<file path="src/rtl/exec_pkg.sv">
// Shared execute-stage types: result payload layout, unit indices and a
// small wrap-around index helper used by the arbiter and its pointer.
package exec_pkg;

  localparam int DATA_W   = 64;
  localparam int CMD_W    = 10;
  localparam int FLAG_W   = 4;
  localparam int ROB_SIZE = 16;
  localparam int TAG_W    = $clog2(ROB_SIZE + 1);

  localparam int UNIT_ALU = 0;
  localparam int UNIT_MUL = 1;
  localparam int UNIT_BR  = 2;
  localparam int UNIT_LS  = 3;

  typedef struct packed {
    logic [DATA_W-1:0] val;
    logic [CMD_W-1:0]  cmd;
    logic [TAG_W-1:0]  tag;
    logic [FLAG_W-1:0] flags;
  } exec_result_t;

  // Descending index with wrap: 0 -> n-1.
  function automatic int prev_idx(input int idx, input int n);
    return (idx == 0) ? n - 1 : idx - 1;
  endfunction

endpackage

</file>
<file path="src/rtl/exec_output_arbiter_if.sv">
// Execute-unit request/payload bundle plus the valid/ready output toward memory.
interface exec_output_arbiter_if #(
  parameter int NUM_UNITS  = 4,
  parameter int DATA_W     = 64,
  parameter int CMD_W      = 10,
  parameter int FLAG_W     = 4,
  parameter int ROBsizeLog = 5
);

  logic [NUM_UNITS-1:0]  valid_i;
  logic [DATA_W-1:0]     executeVal_i      [NUM_UNITS];
  logic [CMD_W-1:0]      executeCommands_i [NUM_UNITS];
  logic [ROBsizeLog-1:0] executeTag_i      [NUM_UNITS];
  logic [FLAG_W-1:0]     executeFlags_i    [NUM_UNITS];
  logic [NUM_UNITS-1:0]  canGo_o;

  logic                  memReady_i;
  logic                  valid_o;
  logic [DATA_W-1:0]     dataToMem_o;
  logic [CMD_W-1:0]      commandsToMem_o;
  logic [ROBsizeLog-1:0] tagToMem_o;
  logic [FLAG_W-1:0]     flagsToMem_o;

  // Driven by the execution units and the memory stage.
  modport master (
    output valid_i, executeVal_i, executeCommands_i, executeTag_i, executeFlags_i,
    output memReady_i,
    input  canGo_o, valid_o, dataToMem_o, commandsToMem_o, tagToMem_o, flagsToMem_o
  );

  // The arbiter side.
  modport slave (
    input  valid_i, executeVal_i, executeCommands_i, executeTag_i, executeFlags_i,
    input  memReady_i,
    output canGo_o, valid_o, dataToMem_o, commandsToMem_o, tagToMem_o, flagsToMem_o
  );

endinterface

</file>
<file path="src/rtl/rr_arbiter.sv">
// Combinational arbiter: searches ptr, ptr-1, ... with wrap and grants the
// first requester; grant is suppressed (but gnt_idx still valid) when en is low.
module rr_arbiter
  import exec_pkg::*;
#(
  parameter  int N     = 4,
  localparam int IDX_W = (N > 1) ? $clog2(N) : 1
) (
  input  logic [N-1:0]     req,
  input  logic [IDX_W-1:0] ptr,
  input  logic             en,
  output logic [N-1:0]     gnt,
  output logic [IDX_W-1:0] gnt_idx
);

  always_comb begin
    int   idx;
    logic found;
    gnt     = '0;
    gnt_idx = '0;
    found   = 1'b0;
    idx     = int'(ptr);
    for (int k = 0; k < N; k++) begin
      if (!found && req[idx]) begin
        found   = 1'b1;
        gnt_idx = IDX_W'(idx);
      end
      idx = prev_idx(idx, N);
    end
    if (found && en) gnt[gnt_idx] = 1'b1;
  end

endmodule

</file>
<file path="src/rtl/exec_output_arbiter.sv">
// Execute-stage output arbiter: picks one finished unit per cycle and holds it
// in a single-entry output register that drains into memory on valid/ready.
module exec_output_arbiter #(
  parameter int NUM_UNITS  = 4,
  parameter int DATA_W     = exec_pkg::DATA_W,
  parameter int CMD_W      = exec_pkg::CMD_W,
  parameter int FLAG_W     = exec_pkg::FLAG_W,
  parameter int ROBsize    = exec_pkg::ROB_SIZE,
  parameter int ROBsizeLog = $clog2(ROBsize + 1),
  parameter int RR_MODE    = 1
) (
  input logic                  clk_i,
  input logic                  reset_i,
  exec_output_arbiter_if.slave bus
);

  localparam int IDX_W = (NUM_UNITS > 1) ? $clog2(NUM_UNITS) : 1;
  localparam logic [IDX_W-1:0] PTR_TOP = IDX_W'(NUM_UNITS - 1);

  logic                  ld;
  logic [NUM_UNITS-1:0]  gnt;
  logic [IDX_W-1:0]      gnt_idx;
  logic [IDX_W-1:0]      ptr_q;
  logic                  valid_q;
  logic [DATA_W-1:0]     val_q;
  logic [CMD_W-1:0]      cmd_q;
  logic [ROBsizeLog-1:0] tag_q;
  logic [FLAG_W-1:0]     flags_q;

  // The register can take a new entry when empty or when memory drains it this edge.
  assign ld = !valid_q || bus.memReady_i;

  rr_arbiter #(.N(NUM_UNITS)) u_arb (
    .req     (bus.valid_i),
    .ptr     (ptr_q),
    .en      (ld && !reset_i),
    .gnt     (gnt),
    .gnt_idx (gnt_idx)
  );

  always_ff @(posedge clk_i) begin
    if (reset_i) begin
      valid_q <= 1'b0;
      val_q   <= '0;
      cmd_q   <= '0;
      tag_q   <= '0;
      flags_q <= '0;
      ptr_q   <= PTR_TOP;
    end else if (ld) begin
      if (|gnt) begin
        valid_q <= 1'b1;
        val_q   <= bus.executeVal_i[gnt_idx];
        cmd_q   <= bus.executeCommands_i[gnt_idx];
        tag_q   <= bus.executeTag_i[gnt_idx];
        flags_q <= bus.executeFlags_i[gnt_idx];
        if (RR_MODE != 0) ptr_q <= IDX_W'(exec_pkg::prev_idx(int'(gnt_idx), NUM_UNITS));
      end else begin
        // Payload is left as-is; consumers qualify it with valid_o.
        valid_q <= 1'b0;
      end
    end
  end

  assign bus.canGo_o         = gnt;
  assign bus.valid_o         = valid_q;
  assign bus.dataToMem_o     = val_q;
  assign bus.commandsToMem_o = cmd_q;
  assign bus.tagToMem_o      = tag_q;
  assign bus.flagsToMem_o    = flags_q;

endmodule

</file>
<file path="src/flat_wrapper.sv">
// flat-port wrapper written by rule: the top's interface ports become plain ports
module exec_output_arbiter_flat 
#(
  parameter int NUM_UNITS  = 4,
  parameter int DATA_W     = exec_pkg::DATA_W,
  parameter int CMD_W      = exec_pkg::CMD_W,
  parameter int FLAG_W     = exec_pkg::FLAG_W,
  parameter int ROBsize    = exec_pkg::ROB_SIZE,
  parameter int ROBsizeLog = $clog2(ROBsize + 1),
  parameter int RR_MODE    = 1
)
  (clk_i, reset_i, bus_valid_i, bus_executeVal_i, bus_executeCommands_i, bus_executeTag_i, bus_executeFlags_i, bus_memReady_i, bus_canGo_o, bus_valid_o, bus_dataToMem_o, bus_commandsToMem_o, bus_tagToMem_o, bus_flagsToMem_o);
  exec_output_arbiter_if #(.NUM_UNITS(NUM_UNITS), .DATA_W(DATA_W), .CMD_W(CMD_W), .FLAG_W(FLAG_W), .ROBsizeLog(ROBsizeLog)) bus_i ();
  input logic clk_i;
  input logic reset_i;
  input wire logic [$bits(bus_i.valid_i)-1:0] bus_valid_i;
  input wire logic [$bits(bus_i.executeVal_i)-1:0] bus_executeVal_i;
  input wire logic [$bits(bus_i.executeCommands_i)-1:0] bus_executeCommands_i;
  input wire logic [$bits(bus_i.executeTag_i)-1:0] bus_executeTag_i;
  input wire logic [$bits(bus_i.executeFlags_i)-1:0] bus_executeFlags_i;
  input wire logic [$bits(bus_i.memReady_i)-1:0] bus_memReady_i;
  output wire logic [$bits(bus_i.canGo_o)-1:0] bus_canGo_o;
  output wire logic [$bits(bus_i.valid_o)-1:0] bus_valid_o;
  output wire logic [$bits(bus_i.dataToMem_o)-1:0] bus_dataToMem_o;
  output wire logic [$bits(bus_i.commandsToMem_o)-1:0] bus_commandsToMem_o;
  output wire logic [$bits(bus_i.tagToMem_o)-1:0] bus_tagToMem_o;
  output wire logic [$bits(bus_i.flagsToMem_o)-1:0] bus_flagsToMem_o;
  assign bus_i.valid_i = bus_valid_i;
  assign bus_i.executeVal_i = {>>{bus_executeVal_i}};
  assign bus_i.executeCommands_i = {>>{bus_executeCommands_i}};
  assign bus_i.executeTag_i = {>>{bus_executeTag_i}};
  assign bus_i.executeFlags_i = {>>{bus_executeFlags_i}};
  assign bus_i.memReady_i = bus_memReady_i;
  assign bus_canGo_o = bus_i.canGo_o;
  assign bus_valid_o = bus_i.valid_o;
  assign bus_dataToMem_o = bus_i.dataToMem_o;
  assign bus_commandsToMem_o = bus_i.commandsToMem_o;
  assign bus_tagToMem_o = bus_i.tagToMem_o;
  assign bus_flagsToMem_o = bus_i.flagsToMem_o;
  exec_output_arbiter #(.NUM_UNITS(NUM_UNITS), .DATA_W(DATA_W), .CMD_W(CMD_W), .FLAG_W(FLAG_W), .ROBsize(ROBsize), .ROBsizeLog(ROBsizeLog), .RR_MODE(RR_MODE)) u_core (.clk_i(clk_i), .reset_i(reset_i), .bus(bus_i));
endmodule
</file>
<file path="config.mk">
export PLATFORM = sky130hd
export DESIGN_NAME = exec_output_arbiter_flat
export DESIGN_NICKNAME = d
export VERILOG_FILES = /design/src/rtl/exec_pkg.sv /design/src/rtl/exec_output_arbiter_if.sv /design/src/rtl/rr_arbiter.sv /design/src/rtl/exec_output_arbiter.sv /design/src/flat_wrapper.sv
export SDC_FILE = /design/constraint.sdc
export NUM_CORES = 1
export LEC_CHECK = 0
export ABC_AREA = 1
export CORE_AREA = 2 2 164 166
export DETAILED_ROUTE_END_ITERATION = 7
export DIE_AREA = 0 0 166 168
export GPL_TIMING_DRIVEN = 0
export PLACE_DENSITY = 0.68
export SETUP_SLACK_MARGIN = 0.02
export SYNTH_ARGS = -nofsm -noshare
export SYNTH_HDL_FRONTEND = slang
export SYNTH_HIERARCHICAL = 1
export SYNTH_SLANG_ARGS = --single-unit
</file>
<file path="constraint.sdc">
create_clock -name clk_i -period 2.7 [get_ports clk_i]
set_clock_uncertainty 0.05 [all_clocks]
set_input_delay 0.405 -clock clk_i [delete_from_list [all_inputs] [get_ports clk_i]]
set_output_delay 0.405 -clock clk_i [all_outputs]
set_load 0.01 [all_outputs]
</file>
# Yosys cells after proc, flatten, opt, wreduce, memory -nomap -nowiden
# Index checks and enable logic that the tools add are counted.
# W data, S select, Z words.
# classes
addsub,4
n_lt_le_gt_ge,7
mux,39
bitwise,1
n_reduce_logical,18
# ops
op,n
$bmux W64 S2,1
$mux W64,2
$lt A32 B4 Y1 const B,3
$mux W32,3
$logic_not A32 Y1,2
$sub A32 B2 Y32 const B,2
$bmux W10 S2,1
$mux W10,2
$mux W1,13
$mux W4,3
$bmux W5 S2,1
$mux W2,5
$mux W5,2
$bmux W1 S2,4
$bmux W4 S2,1
$logic_and A1 B1 Y1,6
$lt A2 B3 Y1 const B,2
$logic_not A1 Y1,5
$logic_not A2 Y1,2
$reduce_or A4 Y1,1
$ge A3 B3 Y1 const B,1
$not A2 Y3,1
$sub A2 B1 Y3 const B,1
$demux W1 S2,1
4 further kinds,4
# word_totals
reg_bits,86
input_bits,339
out_inout_bits,88
wordCells,75

# Longest topological paths before layout
# Gate-level depths: netlist of run 1.
# logic_depth
ltp_word,20
depth_mapped,24
depth_no_buf,21

# Modules after synthesis
# The synthesis of run 1 kept the hierarchy.
# by_module_without_submodules
mod,instances,cells_per_inst,area_each_um2,seq_area_each_um2
exec_output_arbiter,1,1516,7548.5,1721.7
rr_arbiter,1,85,454.2,0.0

# Least setup slack after synthesis of run 1
# OpenSTA, ideal clock, no wires.
# synth_path
path_type,reg-to-reg
start,register u_core.ptr_q[0]
end,register u_core.ptr_q[0]
setup_time_ns,0.133
arrival_time_ns,2.494
required_time_ns,2.517
slack_ns,0.023
path_stages_with_launch,21
n_path_buf,3
synth_period_minus_slack_ns,2.677
cell_sequence,dfxtp_1 buf_6 inv_4 ha_1 inv_2 nand2_1 nand2_1 inv_1 nand2_2 nand2_4 nor2_4 nand3_2 nor2b_4 nor2_1 nor2_1 nand2_1 nand2_2 buf_4 buf_4 nand2_1 nand3_1
# synth_via
elab_chain_len,20
elab_cells_between_ends,46
cone_classes,add/sub (4); order compare (2); mux (26); reduce/logical (14)
# synth_lines
item,line,text
from (decl),exec_output_arbiter.sv:23,logic [IDX_W-1:0] ptr_q;
from (signal assigned),exec_output_arbiter.sv:56,"if (RR_MODE != 0) ptr_q <= IDX_W'(exec_pkg::prev_idx(int'(gnt_idx), NUM_UNITS));"
"parallel branches: the longest is 17 deep, another holds $sub A32 B2 Y32",n/a,
$mux W4 *,rr_arbiter.sv:30,if (found && en) gnt[gnt_idx] = 1'b1;
net bus_canGo_o[3],flat_wrapper.sv:22,output wire logic [$bits(bus_i.canGo_o)-1:0] bus_canGo_o;
$reduce_or A4 Y1 *,exec_output_arbiter.sv:50,if (|gnt) begin
$reduce_and A2 Y1 (no line) *,n/a,
# Mark *: on every way through the listed nets, which the timed path passes. The select of a mux whose other input is x is not followed.
# A chain may end at the register's enable or synchronous reset.

# Worst setup path after layout of run 1
# layout_path
start,register u_core.ptr_q[0]
end,"register u_core.val_q[10], in the netlist u_core/bus.dataToMem_o[10]"
# layout_via
elab_chain_len,20
elab_cells_between_ends,47
cone_classes,add/sub (3); order compare (2); mux (28); bitwise (1); reduce/logical (13)
# layout_lines
item,line,text
"parallel branches: the longest is 12 deep, another holds $sub A32 B2 Y32",n/a,
$mux W2 *,rr_arbiter.sv:24,if (!found && req[idx]) begin
net u_core.gnt_idx[0],exec_output_arbiter.sv:22,logic [IDX_W-1:0] gnt_idx;
$lt A2 B3 Y1 (implied by the code) / $ge A2 B1 Y1 (equally long branches),rr_arbiter.sv:30,
$logic_and A1 B1 Y1 (implied by the code),rr_arbiter.sv:30,
$mux W1 (implied by the code),rr_arbiter.sv:30,
$demux W1 S2,rr_arbiter.sv:30,
$mux W4,rr_arbiter.sv:30,
$reduce_or A4 Y1,exec_output_arbiter.sv:50,
$reduce_and A2 Y1 (no line),n/a,
to (signal assigned),exec_output_arbiter.sv:52,val_q <= bus.executeVal_i[gnt_idx];
to (decl),exec_output_arbiter.sv:25,logic [DATA_W-1:0] val_q;
# Marked as above.

==> summary.txt, run 1 <==
run status: finished, violations left
failing checks: setup timing
I/O Buffers: 426
Post-Synth XOR/XNOR Area: 0%
Fmax: 369.9 MHz
first-pass GRT wire length: 51.12 mm
WL met3: 2.724 mm
syn_nets: 1,943
HPWL after DPL: 26.33 mm
post-synthesis mux area share: 0%
H-tree depth: 3
initial antenna violation count: 1
Routed WL: 33.96 mm
area of the core: 26,350 um^2
syn avg cell area: 4.999 um^2
Post-Synth Adder-Cell Area: 0.4690%
1st-iter DRT viols: 517
Register Area: 1727 um^2
Critical Path AT: 2.88 ns
CTS buffer count: 9
slowest stage delay, CP: 0.34 ns
global-route usage over all layers: 22.88%
largest net degree at the start of global routing: 15
fillcell total: 2,731
Setup CP Type: reg -> reg
Lkg Pwr: 0.007735 uW
Metal-1 WL: 13.72 mm
ratio of cells with drive above 1 in the final layout: 12.05%
Routability Congestion: 0.9230
via count of the first global-routing pass: 9,776
met2 WL post-DR: 16.45 mm
DR WL/cell: 14.10 um
CP startpoint kind: flop
minimum clock period: 2.704 ns
area of the multi-input gates: 4536 um^2
# Max-Cap Violations: 0
Slew Limit Fails: 0
Worst EP required: 2.88 ns
Post-synth EDFFs: 0
Crit path top cell by count: nand2_2
fin crit share: 100.1%
Initial Util: 30.37%
Hold Path Class: reg -> reg
fin util: 53.06%
post-route cell area: 13,980 um^2
Die Y: 168 um
Main synth FF type: dfxtp_1
CP max stage cell: dfxtp_2
largest family of logic cells by synthesized area: simple AND/OR/NAND/NOR gates
via/cell ratio: 4.352
Clock Tree Root: clkbuf_16
Synth cell types: 23
Clock transition at path regs: 0.06 ns
Slew @ Worst Pin: 0.5512 ns
Worst VDD drop: 637.2 uV
Hold Worst Slack: 0.4582 ns
crit path cell chain: buf_6 -> inv_8 -> ha_4 -> inv_6 -> nand2_2 -> nand2_2 -> inv_2 -> nand2_2 -> nand2_4 -> nor2_4 -> nand3_4 -> nand2_4 -> nand2_4 -> nor2_4 -> nor2_2 -> nand2_2 -> nand2_8 -> clkbuf_16 -> buf_6 -> nor2_1 -> nor2_1
final hold violation count: 0
die area: 27,890 um^2
Synth Register Bits: 86
DP Worst Slack: -0.5149 ns
FFs w/ async S/R, synth: 0%
Max-slew headroom: 63.26%
hold path startpoint: u_core/ptr_q[0]$_SDFFE_PP1P_
Std-Cell Rows: 60
Critical Path Start: u_core/ptr_q[0]$_SDFFE_PP1P_
Pre-Repair DR Iteration Count: 4
Worst setup EP type: flop
via count: 10,483
Reg2Reg Launch Point: u_core/ptr_q[0]$_SDFFE_PP1P_
CTS tree: built
Clk Latency, worst-skew pair: 0.34 ns
Die X: 166 um
complex-gate fraction of the synthesized area: 0.2502%
Power Density: 1407 nW/um^2
post-synthesis cell count: 1,601
Top Metal Used: met4
final net count: 2,405
Setup violations, final: 1
remaining antenna violation count after routing: 0
placed cell count: 2,368
cts hold-fix bufs: 0
setup ws final: -0.003602 ns
worst-path fanout max: 10
I/O Pins: 427
drt drc: 0
CTS sink cnt: 86
grt ovf: 0
CTS Buffer Depth: 2
Post-DP Area: 12,690 um^2
simple-gate share of the synthesized area: 50.48%
RSZ-0062 raised after global routing: yes
area of the mapped netlist: 8003 um^2
warnings from Yosys: 6
post-synthesis sequential area ratio: 21.51%
final std cells w/o fill: 2,409
Area Overhead vs Synth: 74.72%
## per-stage QoR
step,power [uW],setup TNS [ns]
2_1_floorplan,10810,0
3_3_place_gp,15040,-36.75
3_5_place_dp,15170,-40.18
4_1_cts,17110,-0.1875
5_1_grt,21430,-8.233
6_report,19670,-0.003602
## layer usage
layer	global-route usage, %	vias to the layer above
li1	-	5431
met5	0	-
met1	27.26	4568
met4	8.771	0
met3	5.242	55
met2	40.03	429
## cell families (layout without fill, tap and decap cells)
group / Yosys count / in the layout
AND/OR/NAND/NOR: 991 / 991
AO/OA/AOI/OAI: 3 / 3
flip-flops: 86 / 86
other: 0 / 1
buffers and inverters: 518 / 984
adder cells (fa/ha/maj): 3 / 3
## where the power goes
part           total (uW)  leakage (uW)  switching [uW]  internal, uW
sequential           2000      0.000712             234          1770
combinational       16400       0.00689            9350          7080
clock                1240      0.000137             534           710
## cell type report
type / count / area share [%]
clock buffer: 9 / 1.611
timing repair buffer: 451 / 32.76
buffer: 83 / 5.423
clock inverter: 6 / 0.4564
inverter: 435 / 11.89
tap: 341 / 3.051
sequential: 86 / 12.35
multi-input combinational: 997 / 32.44
antenna: 1 / 0.01790
## cell usage in the layout, fill, tap and decap left out, types with 5 or more instances in the layout
cell type        synthesis  final
nand3_2                  4      8
nand2_1                611    566
nor2_2                   2     37
buf_4                   10     24
clkdlybuf4s50_1          0    422
nor2_4                   1     15
clkbuf_4                 0      9
buf_8                    0     10
buf_12                   0      7
nor2_1                 174    125
nand2_2                  7     43
clkbuf_16                0     16
buf_6                   19     22
dfxtp_1                 86     84
nand2_4                  2      9
nand3_1                187    181
clkbuf_1                11      8
buf_2                   43     22
inv_1                  429    426
inv_2                    4      5
## final timing paths
check                           cells past startpoint  slack [ns]                                       to
worst min-delay path                                2        0.46             u_core/ptr_q[0]$_SDFFE_PP1P_
worst min register to register                      2        0.46             u_core/ptr_q[0]$_SDFFE_PP1P_
worst max-delay path                               21      -0.004  u_core/bus.dataToMem_o[10]$_SDFFE_PP0P_
worst max register to register                     21      -0.004  u_core/bus.dataToMem_o[10]$_SDFFE_PP0P_
## cells in the mapped netlist, types with 4 or more instances
| cell type | instances | area (um^2) |
|---|---|---|
| nand3_2 | 4 | 40.04 |
| buf_6 | 19 | 214.0 |
| buf_4 | 10 | 75.07 |
| clkbuf_1 | 11 | 41.29 |
| nand2_1 | 611 | 2293 |
| nand3_1 | 187 | 935.9 |
| buf_2 | 43 | 215.2 |
| inv_2 | 4 | 15.01 |
| nor2_1 | 174 | 653.1 |
| inv_1 | 429 | 1610 |
| dfxtp_1 | 86 | 1722 |
| nand2_2 | 7 | 43.79 |
## timing repair
| item | CTS | global route |
|---|---|---|
| pin swaps | 11 | 63 |
| setup buffers | 6 | 12 |
| endpoints found under the setup margin | 90 | 90 |
| gates resized for setup | 61 | 179 |
| cloned | 0 | 7 |
## state kept, by name (all words and copies together) (netlist names)
name / count
u_core/bus.flagsToMem_o: 4
u_core/ptr_q: 2
u_core/bus.tagToMem_o: 5
u_core/bus.dataToMem_o: 64
u_core/bus.commandsToMem_o: 10
u_core/bus.valid_o: 1
## critical path, delay by kind of cell (launching register included)
kind / cells / cell delay [ns]
simple gates: 14 / 1.28
buf+inv: 6 / 0.64
fa+ha+maj: 1 / 0.26
flops: 1 / 0.34
Power figures use the tool's default switching activity.
==> run 2: changes to the inputs <==
--- a/config.mk
+++ b/config.mk
@@ -10,8 +10,10 @@
 export DETAILED_ROUTE_END_ITERATION = 7
 export DIE_AREA = 0 0 166 168
 export GPL_TIMING_DRIVEN = 0
+export MAX_ROUTING_LAYER = met4
 export PLACE_DENSITY = 0.68
 export SETUP_SLACK_MARGIN = 0.02
+export SLEW_MARGIN = 20
 export SYNTH_ARGS = -nofsm -noshare
 export SYNTH_HDL_FRONTEND = slang
 export SYNTH_HIERARCHICAL = 1
==> run 2 against run 1 <==
- the run still ends with setup timing left
- count of clock-buffer cells in the layout grew 1
- non-clock buffer count shrank 13
- final cell count shrank 0.58%
==> summary.txt, run 2 (synthesis results as in run 1) <==
run status: finished, violations left
failing checks: setup timing
Lkg Pwr: 0.007608 uW
clock share of power: 7.0%
Initial Util: 30.37%
Switch Pwr: 9612 uW
commonest cells after routing, fill and taps aside: nand2_1, inv_1, clkdlybuf4s50_1
Routability Congestion: 0.9582
global-route usage over all layers: 23.62%
Power Density: 1346 nW/um^2
Setup violations, final: 77
Pre-Repair DR Iteration Count: 5
largest net degree at the start of global routing: 15
Critical Path AT: 2.31 ns
minimum clock period: 2.768 ns
placed cell count: 2,368
H-tree depth: 3
via count: 10,400
Slew Limit Fails: 0
remaining antenna violation count after routing: 0
Die X: 166 um
Worst EP required: 2.25 ns
grt ovf: 0
ratio of cells with drive above 1 in the final layout: 9.494%
final std cells w/o fill: 2,395
Setup CP Type: reg -> out
area of the core: 26,350 um^2
Clock Tree Root: clkbuf_16
drt drc: 0
first-pass GRT wire length: 51.10 mm
final hold violation count: 0
Clk Latency, worst-skew pair: 0.34 ns
fin crit share: 102.5%
Clock transition at path regs: 0.06 ns
die area: 27,890 um^2
CTS tree: built
worst-path fanout max: 6
switching part of the total power: 52.48%
total power: 18,320 uW
ANT cells: 0
HPWL after DPL: 26.48 mm
Hold Worst Slack: 0.4307 ns
via/cell ratio: 4.342
DP Worst Slack: -0.4886 ns
Die Y: 168 um
CP startpoint kind: flop
Fmax: 361.2 MHz
Routed WL: 33.70 mm
RSZ-0062 raised after global routing: yes
# Max-Cap Violations: 0
final net count: 2,392
Max-slew headroom: 66.12%
Area Overhead vs Synth: 70.04%
via count of the first global-routing pass: 9,685
fin util: 51.64%
P_int: 8705 uW
Slew @ Worst Pin: 0.5082 ns
CTS sink cnt: 86
number of flip-flops in the largest register: 64
Logic pwr share: 82.1%
initial antenna violation count: 0
sequential power share: 11.0%
Worst VDD drop: 644.5 uV
Worst setup EP type: output port
I/O Buffers: 426
CTS Buffer Depth: 2
I/O Pins: 427
Std-Cell Rows: 60
most common cell after layout, fill and taps aside: nand2_1
DR WL/cell: 14.07 um
Hold Path Class: reg -> reg
setup ws final: -0.06835 ns
1st-iter DRT viols: 470
CTS buffer count: 9
[run 2: area by class of cell]
cell class | instances | area [um^2]
Multi-Input combinational cell | 997 | 4368
Buffer | 83 | 689.4
Fill cell | 2755 | 12740
Inverter | 435 | 1658
Timing Repair Buffer | 438 | 4441
Clock inverter | 5 | 60.06
Clock buffer | 10 | 239.0
Sequential cell | 86 | 1727
Tap cell | 341 | 426.7
[run 2: timing repair]
item,4_1_cts,5_1_grt
hold buffers,0,0
pin swaps,7,39
hold endpoints to repair,0,0
endpoints found under the setup margin,90,90
gates resized for setup,64,100
cloned,1,3
buffers inserted,3,5
[run 2: final timing paths]
| check | slack [ns] | endpoint | cells past startpoint | startpoint |
|---|---|---|---|---|
| worst max-delay path | -0.07 | bus_canGo_o[1] | 16 | u_core/ptr_q[0]$_SDFFE_PP1P_ |
| worst min-delay path | 0.43 | u_core/ptr_q[0]$_SDFFE_PP1P_ | 2 | u_core/ptr_q[0]$_SDFFE_PP1P_ |
| worst max register to register | -0.05 | u_core/bus.dataToMem_o[35]$_SDFFE_PP0P_ | 22 | u_core/ptr_q[0]$_SDFFE_PP1P_ |
| worst min register to register | 0.43 | u_core/ptr_q[0]$_SDFFE_PP1P_ | 2 | u_core/ptr_q[0]$_SDFFE_PP1P_ |
[run 2: power groups by stage]
stage               Combinational, uW  Sequential [uW]  Clock (uW)
CTS                             13800             2010        1320
detailed placement              13200             2030           0
finish                          15000             2010        1280
floorplan                        8630             2190           0
global route                    16700             2060        1360
global placement                13100             2010           0
[run 2: layer usage]
metal | vias to the layer above | track usage (%) | wire length, um
met5 | - | - | 0
met3 | 50 | 4.278 | 2176
met2 | 361 | 39.47 | 16140
met1 | 4577 | 28.55 | 14460
met4 | 0 | 8.544 | 915
li1 | 5412 | - | -
[run 2: worst max-delay path, cell delays in order, from the launching register on]
cell and delay (ns):
dfxtp_2 0.33, buf_6 0.12, inv_8 0.03, ha_4 0.26, inv_6 0.09, nand2_2 0.05, nand2_2 0.08, inv_2 0.04
nand2_2 0.07, nand2_4 0.08, nor2_4 0.16, nand3_4 0.12, nand2_4 0.12, nand2_4 0.07, nor2_4 0.14, buf_6 0.12
buf_6 0.09
[run 2: metrics by stage]
step / cell area (um^2) / TNS [ns]
floorplan: 8003 / 0
global placement: 12690 / -38.59
detailed placement: 12690 / -38.50
CTS: 13180 / -0.04275
global route: 13610 / -11.91
finish: 13610 / -1.675
